`config.mk`:
```
export PLATFORM = sky130hd
export DESIGN_NAME = gain_ramp_core
export DESIGN_NICKNAME = d
export VERILOG_FILES = /design/src/rtl/gain_pkg.sv /design/src/rtl/gain_mac_sat.sv /design/src/rtl/gain_ramp_core.sv
export SDC_FILE = /design/constraint.sdc
export NUM_CORES = 1
export LEC_CHECK = 0
export ABC_AREA = 1
export CORE_UTILIZATION = 52
export DETAILED_ROUTE_END_ITERATION = 10
export GPL_ROUTABILITY_DRIVEN = 0
export HOLD_SLACK_MARGIN = 0.06
export PLACE_DENSITY = 0.81
export SLEW_MARGIN = 20
export SYNTH_ARGS = -nofsm -noshare
export SYNTH_HDL_FRONTEND = slang
export SYNTH_SLANG_ARGS = --single-unit
export TNS_END_PERCENT = 1
```
`constraint.sdc`:
```
create_clock -name clk -period 12 [get_ports clk]
set_clock_uncertainty 0.05 [all_clocks]
set_input_delay 1.2 -clock clk [delete_from_list [all_inputs] [get_ports clk]]
set_output_delay 1.2 -clock clk [all_outputs]
set_load 0.01 [all_outputs]
```
`src/rtl/gain_pkg.sv`:
```
// Shared defaults, constants and the ramp-step helper for the gain ramp core.
package gain_pkg;

    localparam int unsigned DEF_DWIDTH = 16;
    localparam int unsigned DEF_GWIDTH = 16;
    localparam int unsigned DEF_FBITS  = 12;

    // Unity gain and output clamp limits at the default widths
    localparam logic signed [DEF_GWIDTH-1:0] UNITY_GAIN = DEF_GWIDTH'(1 << DEF_FBITS);
    localparam logic signed [DEF_DWIDTH-1:0] SAT_MAX    = DEF_DWIDTH'((1 << (DEF_DWIDTH - 1)) - 1);
    localparam logic signed [DEF_DWIDTH-1:0] SAT_MIN    = DEF_DWIDTH'(-(1 << (DEF_DWIDTH - 1)));

    // Move cur toward tgt by step without overshooting; step 0 jumps straight to tgt.
    // Operands are sign-extended into 64 bits so the intermediate sum never wraps.
    function automatic logic signed [63:0] ramp_step_clamp(
        input logic signed [63:0] cur,
        input logic signed [63:0] tgt,
        input logic signed [63:0] step
    );
        logic signed [63:0] nxt;
        nxt = cur;
        if (step == 64'sd0) begin
            nxt = tgt;
        end else if (cur < tgt) begin
            nxt = cur + step;
            if (nxt > tgt) nxt = tgt;
        end else if (cur > tgt) begin
            nxt = cur - step;
            if (nxt < tgt) nxt = tgt;
        end
        return nxt;
    endfunction

endpackage

```
`src/rtl/gain_mac_sat.sv`:
```
// Two-stage multiply / round-half-up / saturate pipeline with a shared stall enable.
module gain_mac_sat
    import gain_pkg::*;
#(
    parameter int unsigned DWIDTH = DEF_DWIDTH,
    parameter int unsigned GWIDTH = DEF_GWIDTH,
    parameter int unsigned FBITS  = DEF_FBITS,
    parameter int unsigned CW     = 1
) (
    input  logic                     clk,
    input  logic                     rst,
    input  logic                     i_adv,
    input  logic                     i_valid,
    input  logic signed [DWIDTH-1:0] i_data,
    input  logic signed [GWIDTH-1:0] i_gain,
    input  logic [CW-1:0]            i_chan,
    output logic                     o_valid,
    output logic signed [DWIDTH-1:0] o_data,
    output logic [CW-1:0]            o_chan,
    output logic                     o_sat_c
);

    localparam int unsigned PW = DWIDTH + GWIDTH;
    localparam logic signed [PW:0] RND = (FBITS == 0) ? '0 : (PW+1)'(64'(1) << (FBITS - 1));
    localparam logic signed [PW:0] HI  = (PW+1)'((64'sd1 <<< (DWIDTH - 1)) - 64'sd1);
    localparam logic signed [PW:0] LO  = (PW+1)'(-(64'sd1 <<< (DWIDTH - 1)));

    logic signed [PW-1:0]     r_prod;
    logic                     r_v1;
    logic [CW-1:0]            r_chan1;
    logic signed [PW:0]       w_rnd;
    logic signed [PW:0]       w_shr;
    logic                     w_hi;
    logic                     w_lo;
    logic signed [DWIDTH-1:0] w_sat;

    // Round the stage-1 product and clamp it to the output range
    always_comb begin
        w_rnd   = {r_prod[PW-1], r_prod} + RND;
        w_shr   = w_rnd >>> FBITS;
        w_hi    = w_shr > HI;
        w_lo    = w_shr < LO;
        w_sat   = w_hi ? HI[DWIDTH-1:0] : (w_lo ? LO[DWIDTH-1:0] : w_shr[DWIDTH-1:0]);
        o_sat_c = i_adv && r_v1 && (w_hi || w_lo);
    end

    // Stage 1 holds the product, stage 2 the final sample; both freeze on stall
    always_ff @(posedge clk) begin
        if (rst) begin
            r_v1    <= 1'b0;
            r_prod  <= '0;
            r_chan1 <= '0;
            o_valid <= 1'b0;
            o_data  <= '0;
            o_chan  <= '0;
        end else if (i_adv) begin
            r_v1 <= i_valid;
            if (i_valid) begin
                r_prod  <= PW'(i_data) * PW'(i_gain);
                r_chan1 <= i_chan;
            end
            o_valid <= r_v1;
            if (r_v1) begin
                o_data <= w_sat;
                o_chan <= r_chan1;
            end
        end
    end

endmodule

```
`src/rtl/gain_ramp_core.sv`:
```
// Per-channel ramped gain stage: owns target/current gains, handshake and status flags.
module gain_ramp_core
    import gain_pkg::*;
#(
    parameter int unsigned DWIDTH    = DEF_DWIDTH,
    parameter int unsigned GWIDTH    = DEF_GWIDTH,
    parameter int unsigned FBITS     = DEF_FBITS,
    parameter int unsigned NCH       = 2,
    parameter int unsigned RAMP_STEP = 256,
    localparam int unsigned CW       = (NCH > 1) ? $clog2(NCH) : 1
) (
    input  logic                     clk,
    input  logic                     rst,
    input  logic                     en,
    input  logic                     s_valid,
    output logic                     s_ready,
    input  logic signed [DWIDTH-1:0] s_data,
    input  logic [CW-1:0]            s_chan,
    output logic                     m_valid,
    input  logic                     m_ready,
    output logic signed [DWIDTH-1:0] m_data,
    output logic [CW-1:0]            m_chan,
    input  logic                     gain_we,
    input  logic [CW-1:0]            gain_ch,
    input  logic signed [GWIDTH-1:0] gain_wdata,
    output logic                     ramp_busy,
    output logic                     sat_flag,
    input  logic                     sat_clr
);

    localparam logic signed [GWIDTH-1:0] UNITY = GWIDTH'(64'(1) << FBITS);

    logic signed [GWIDTH-1:0] r_tgt [NCH];
    logic signed [GWIDTH-1:0] r_cur [NCH];
    logic                     r_busy;
    logic                     r_sat;
    logic                     w_adv;
    logic                     w_xfer;
    logic                     w_chan_ok;
    logic                     w_sat_set;
    logic                     w_any_diff;
    logic signed [GWIDTH-1:0] w_cur_sel;
    logic signed [GWIDTH-1:0] w_tgt_sel;
    logic signed [GWIDTH-1:0] w_cur_nxt;
    logic signed [GWIDTH-1:0] w_gain;

    assign w_adv     = !m_valid || m_ready;
    assign s_ready   = w_adv;
    assign w_xfer    = s_valid && w_adv;
    assign w_chan_ok = 32'(s_chan) < NCH;
    assign ramp_busy = r_busy;
    assign sat_flag  = r_sat;

    // Pick the addressed channel's gains, its next ramp value and the gain to apply
    always_comb begin
        w_cur_sel = UNITY;
        w_tgt_sel = UNITY;
        for (int i = 0; i < int'(NCH); i++) begin
            if (32'(s_chan) == 32'(i)) begin
                w_cur_sel = r_cur[i];
                w_tgt_sel = r_tgt[i];
            end
        end
        w_cur_nxt = GWIDTH'(ramp_step_clamp(64'(w_cur_sel), 64'(w_tgt_sel), 64'(RAMP_STEP)));
        w_gain    = (en && w_chan_ok) ? w_cur_sel : UNITY;
    end

    // Any channel still ramping
    always_comb begin
        w_any_diff = 1'b0;
        for (int i = 0; i < int'(NCH); i++) begin
            if (r_cur[i] != r_tgt[i]) w_any_diff = 1'b1;
        end
    end

    // Target writes and per-transfer ramp steps; the step always sees the pre-write target
    always_ff @(posedge clk) begin
        if (rst) begin
            for (int i = 0; i < int'(NCH); i++) begin
                r_tgt[i] <= UNITY;
                r_cur[i] <= UNITY;
            end
        end else begin
            for (int i = 0; i < int'(NCH); i++) begin
                if (gain_we && (32'(gain_ch) == 32'(i))) r_tgt[i] <= gain_wdata;
                if (w_xfer && (32'(s_chan) == 32'(i))) r_cur[i] <= w_cur_nxt;
            end
        end
    end

    // Registered ramp-busy status
    always_ff @(posedge clk) begin
        if (rst) r_busy <= 1'b0;
        else     r_busy <= w_any_diff;
    end

    // Sticky saturation flag; a new clamp beats a simultaneous clear
    always_ff @(posedge clk) begin
        if (rst)            r_sat <= 1'b0;
        else if (w_sat_set) r_sat <= 1'b1;
        else if (sat_clr)   r_sat <= 1'b0;
    end

    gain_mac_sat #(
        .DWIDTH (DWIDTH),
        .GWIDTH (GWIDTH),
        .FBITS  (FBITS),
        .CW     (CW)
    ) u_mac (
        .clk     (clk),
        .rst     (rst),
        .i_adv   (w_adv),
        .i_valid (w_xfer),
        .i_data  (s_data),
        .i_gain  (w_gain),
        .i_chan  (s_chan),
        .o_valid (m_valid),
        .o_data  (m_data),
        .o_chan  (m_chan),
        .o_sat_c (w_sat_set)
    );

endmodule
```
==> metrics.txt, run 1 <==
Hold Path Class flop to flop; WL/cell 16.9 um; diodes inserted 0; I/O Pins 62; GRT overflow 0; post-DP HPWL 37,400 um; transition time of the tightest slew-check pin 1.10 ns; Post-CTS Setup Repair Bufs 0; post-CTS sizing 0; largest net degree at the start of global routing 43; die area 34,300 um^2; # DRC 0; mux contribution to synthesized area 0.00115; placed instance count 2,696; vias after detailed routing 14,895; top cells by area, synth fa_1 (30%), edfxtp_1 (11%), inv_1 (11%), nand2_1 (8.7%), ha_1 (8.3%); highest clock rate 116 MHz; asr flop ratio synth 0; PwrDens 271 nW/um^2; share of cells above drive strength 1 0.0559; XOR/XNOR share of the synthesized area 0.0304; Pins Over Slew Limit 0; crit path DAT 8.78 ns; leak pwr 0.00915 uW; required time worst endpoint 12.20 ns; Critical Path End Type flop; maximum clock path buffer count 2; 1st-pass router iterations 6; layout net count 2,682; post-synthesis adder-cell area fraction 0.382; H-tree depth 3; outcome finished, final reports clean; fillcell total 2,882; Mapped Avg Cell Area 7.79 um^2; clk_lat worst skew 0.34 ns; Core Region 32,800 um^2; TNS Setup 0 ns; dpl ws 3.13 ns; Syn Inst Count 2,238; Compound-Gate Fraction of Synth Area 0.0816; EDFF count, synth 64; worst setup margin 3.41 ns; Util after Layout 0.570; vias in the first global route 15,416; Post-synth top cells inv_1 (509), nand2_1 (406), nor2_1 (289); TritonCTS Buffers 9; worst-path fanout max 42; Die Span X 185 um; vias per cell 5.49; first-pass GRT wire length 75,200 um; Buffers on Ports 61; largest area contributor in the synthesized netlist fa_1; antenna violations before repair 0; top-count cell post-synth inv_1; Reg clk slew, reported paths 0.07 ns; CTS sink cnt 107; CTS tree done; slowest stage delay, CP 0.67 ns; Hold Slack 0.416 ns; final wirelength 45,700 um; Die Ht 185 um; 1st-iter DRT viols 1,551; RSZ-0062 raised after global routing no; Crit-path slowest cell buf_2; type of origin of the critical path input port; top-area cell type share of the netlist area 0.300; Net Count, Synth 2,655; Slew HR 0.262; Final period util 0.716; Final setup viols 0; fin cells 2,712; Std-Cell Rows 66; All-Layer GR Usage 0.280; Hold-fix buffers, CTS 0; max_cap viols 0; flops & latches, synth 107; Synth Area in Simple Gates 0.216; remaining antenna violation count 0; register area 2780 um^2; Syn Std Cell Area 17,400 um^2; Initial Utilization 0.532; Final Hold Viols 0; ys flop type edfxtp_1; largest family of logic cells by synthesized area adder cells; area growth from synthesis to layout 7.27%; Ys Warns 0; Period minus WS final 8.59 ns; Multi-input gate area 12,400 um^2; most frequent CP cell inv_1; Clk Tree Root Cell clkbuf_16; register area share after synthesis 0.160; Crit Path Class input port to flop; post-synthesis cell type count 57; Peak VDD IR 260 uV
-- path summary, 6_finish.rpt --
kind | slack (ns) | from | depth (start not counted) | end
worst max-delay path | 3.41 | s_chan | 27 | u_mac.r_prod[27]
worst min-delay path | 0.42 | u_mac.r_chan1 | 2 | u_mac.r_chan1
worst max register to register | 4.81 | r_cur[0][20] | 25 | u_mac.r_prod[27]
worst min register to register | 0.42 | u_mac.r_chan1 | 2 | u_mac.r_chan1
-- metrics by stage --
stage          total power [uW]  instance area (um^2)
2_1_floorplan              3630                 17400
3_3_place_gp               4600                 18400
3_5_place_dp               4700                 18400
4_1_cts                    5010                 18700
5_1_grt                    5630                 18700
6_report                   5080                 18700
-- power breakdown --
| group | internal, uW | total [uW] | leakage [uW] | switching (uW) |
|---|---|---|---|---|
| Combinational | 1510 | 4260 | 0.00800 | 2760 |
| Clock | 154 | 285 | 0.000141 | 131 |
| Sequential | 464 | 527 | 0.00101 | 63.0 |
-- layer usage --
layer	track usage	routed length [um]
met4	0.100	1530
met2	0.482	22500
met1	0.350	17400
met5	0	0
met3	0.0552	4310
-- cell families after synthesis --
group	count (synthesis)
AO/OA/AOI/OAI	239
adder cells (fa/ha/maj)	376
multiplexers	2
buffers and inverters	580
XOR/XNOR	57
flip-flops	107
AND/OR/NAND/NOR	877
-- flip-flops by register name (all words and copies together), names as in the netlist --
register       cells
u_mac.o_data      16
sat_flag           1
ramp_busy          1
u_mac.r_chan1      1
u_mac.o_chan       1
u_mac.r_prod      21
u_mac.o_valid      1
r_tgt             32
r_cur             32
u_mac.r_v1         1
-- worst max-delay path, delay by kind of cell --
kind | cells | cell delay [ns]
adder cells (fa/ha/maj) | 7 | 3.67
buffers and inverters | 9 | 1.95
AND/OR/NAND/NOR | 10 | 1.74
AO/OA/AOI/OAI | 1 | 0.22
-- area by class of cell --
cell class                 instances  area share
clock buffer                      11      0.0136
clock inverter                     5     0.00181
inverter                         527       0.107
multi-input combinational       1551       0.664
sequential                       107       0.149
tap                              442      0.0296
timing repair buffer              69      0.0356
-- placed cells by master (no fill, tap or decap), drive strengths merged, types with 43 or more instances in the layout --
master and n:
inv 522, nand2 434, nor2 305, fa 261, ha 115, o21ai 95, a21oi 94, nand3 65
edfxtp 64, clkdlybuf4s50 60, dfxtp 43
(Power assumes the default switching activity.)
==> run 2: changes to the inputs <==
Settings changed: PLACE_DENSITY 0.81 to 0.83.
Clock period 12 ns to 7.45 ns, I/O delays scaled along.
==> run 2 against run 1 <==
Net effect: non-clock buffer count up 57; first-iteration DRC count decreased by 3.4%; worst hold slack gained 0.0048 ns; via count increased by 2.6%; power rose by 65%; clock-buffer cell count decreased by 2; clock power up 76%; die area unchanged; sequential share of layout area down 0.42 points; flip-flop and latch count unchanged; global-route usage increased by 0.45 points; critical path type unchanged; highest routed layer unchanged.
==> metrics.txt, run 2 (same netlist as run 1, synthesis figures left out) <==
leak pwr 0.00944 uW (+3.1%); die area 34,300 um^2 (unchanged); Flop pwr share 0.101 (-0.003); GRT overflow 0 (unchanged); outcome finished, final reports clean; Reg clk slew, reported paths 0.07 ns (about the same); CTS tree done; transition time of the tightest slew-check pin 1.05 ns (-0.0485 ns); clock network fraction of total power 0.060 (+0.004); Crit-path slowest cell fa_1; TNS Setup 0 ns (unchanged); most frequent CP cell fa_1; Initial Utilization 0.532 (unchanged); 1st-pass router iterations 8 (+2); Core Region 32,800 um^2 (unchanged); Period minus WS final 7.21 ns; sw frac 0.568 (-0.0132); TritonCTS Buffers 9 (unchanged); PwrDens 436 nW/um^2 (+61%); H-tree depth 3 (unchanged); required time worst endpoint 7.64 ns (-4.56 ns); crit path DAT 7.40 ns (-1.38 ns); antenna violations before repair 0 (unchanged); I/O Pins 62 (unchanged); Comb pwr share 0.839 (about the same); All-Layer GR Usage 0.285 (+0.00452); type of origin of the critical path input port; share of cells above drive strength 1 0.0847 (+0.0287); Critical Path End Type flop; Final Hold Viols 0 (unchanged); Largest regs r_cur x32, r_tgt x32, u_mac.r_prod x21; vias per cell 5.52 (+0.52%); diodes inserted 0 (unchanged); final wirelength 46,700 um (+2.2%); Die Span X 185 um (unchanged); Crit Path Class input port to flop; Util after Layout 0.587 (+0.0164); dpl ws -0.106 ns (-3.23 ns); Hold-fix buffers, CTS 0 (unchanged); CP Buf/Inv Count 8 (-1); vias after detailed routing 15,287 (+2.6%); maximum clock path buffer count 2 (unchanged); remaining antenna violation count 0 (unchanged); largest net degree at the start of global routing 40 (-7.0%); worst-path fanout max 17 (-60%); post-DP HPWL 38,800 um (+3.6%); Std-Cell Rows 66 (unchanged); layout net count 2,739 (+2.1%); commonest cells after routing, fill and taps aside inv_1 (506), nand2_1 (406), nor2_1 (284), fa_1 (259), ha_1 (115); 1st-iter DRT viols 1,499 (-3.4%); max_cap viols 0 (unchanged); cell family with most CP delay adder cells; RSZ-0062 raised after global routing no; highest clock rate 139 MHz; worst setup margin 0.243 ns (-3.17 ns); first-pass GRT wire length 76,400 um (+1.7%); Peak VDD IR 484 uV (+86%); CTS sink cnt 107 (unchanged); Slew HR 0.295 (+0.0326); Clk Tree Root Cell clkbuf_16; Pins Over Slew Limit 0 (unchanged); Final setup viols 0 (unchanged); area growth from synthesis to layout 10.4%; switching power 4760 uW (+61%); Hold Path Class flop to flop; vias in the first global route 15,892 (+3.1%); Int Power 3620 uW (+70%); slowest stage delay, CP 0.62 ns (-0.05 ns); Die Ht 185 um (unchanged); Final period util 0.967; WL/cell 16.9 um (+0.12%); Buffers on Ports 61 (unchanged); clk_lat worst skew 0.35 ns (about the same); # DRC 0 (unchanged); commonest non-fill, non-tap cell in the layout inv_1
-- run 2: metal layers --
metal  track usage  vias to the layer above  part of all wire
met5             0                        -                 0
met4         0.126                        0             0.045
met3        0.0509                      181             0.087
met2         0.497                      818              0.50
met1         0.344                     7353              0.37
li1              -                     6935                 -
-- run 2: metrics by stage --
step	instance area (um^2)	instances	hold WS, ns	power (uW)
CTS	19200	2769	0.409	8260
floorplan	17400	2238	0.379	5840
finish	19200	2769	0.421	8390
global route	19200	2769	0.437	9240
global placement	18900	2753	0.398	7480
detailed placement	18900	2753	0.401	7720
-- run 2: layout make-up --
| cell class | instances | area, um^2 |
|---|---|---|
| Multi-Input combinational cell | 1551 | 12400 |
| Fill cell | 2771 | 13500 |
| Clock buffer | 9 | 225 |
| Sequential cell | 107 | 2780 |
| Tap cell | 442 | 553 |
| Timing Repair Buffer | 126 | 1150 |
| Clock inverter | 7 | 90.1 |
| Inverter | 527 | 2020 |
-- run 2: power by group through the flow --
stage | combinational [uW] | sequential [uW] | clock [uW]
after CTS | 6910 | 843 | 500
final | 7040 | 847 | 502
after detailed placement | 6870 | 854 | 0
after global routing | 7850 | 859 | 529
after floorplan | 5010 | 830 | 0
after global placement | 6630 | 849 | 0
-- run 2: worst min-delay path, delay by kind of cell, from the launching register on --
family / cells / cell delay (ns)
buffers and inverters: 1 / 0.07
AO/OA/AOI/OAI: 1 / 0.06
flip-flops: 1 / 0.30
-- run 2: final timing paths --
path                                    start               end  slack, ns  cells after the start
worst min-delay path            u_mac.r_chan1     u_mac.r_chan1       0.42                      2
worst max register to register    r_cur[0][5]  u_mac.r_prod[26]       0.52                     24
worst max-delay path                   s_chan  u_mac.r_prod[26]       0.24                     27
worst min register to register  u_mac.r_chan1     u_mac.r_chan1       0.42                      2
-- run 2: repair_timing --
action / in CTS / in global routing
endpoints found under the setup margin: 0 / 10
gates resized for setup: 0 / 13
setup buffers: 0 / 0
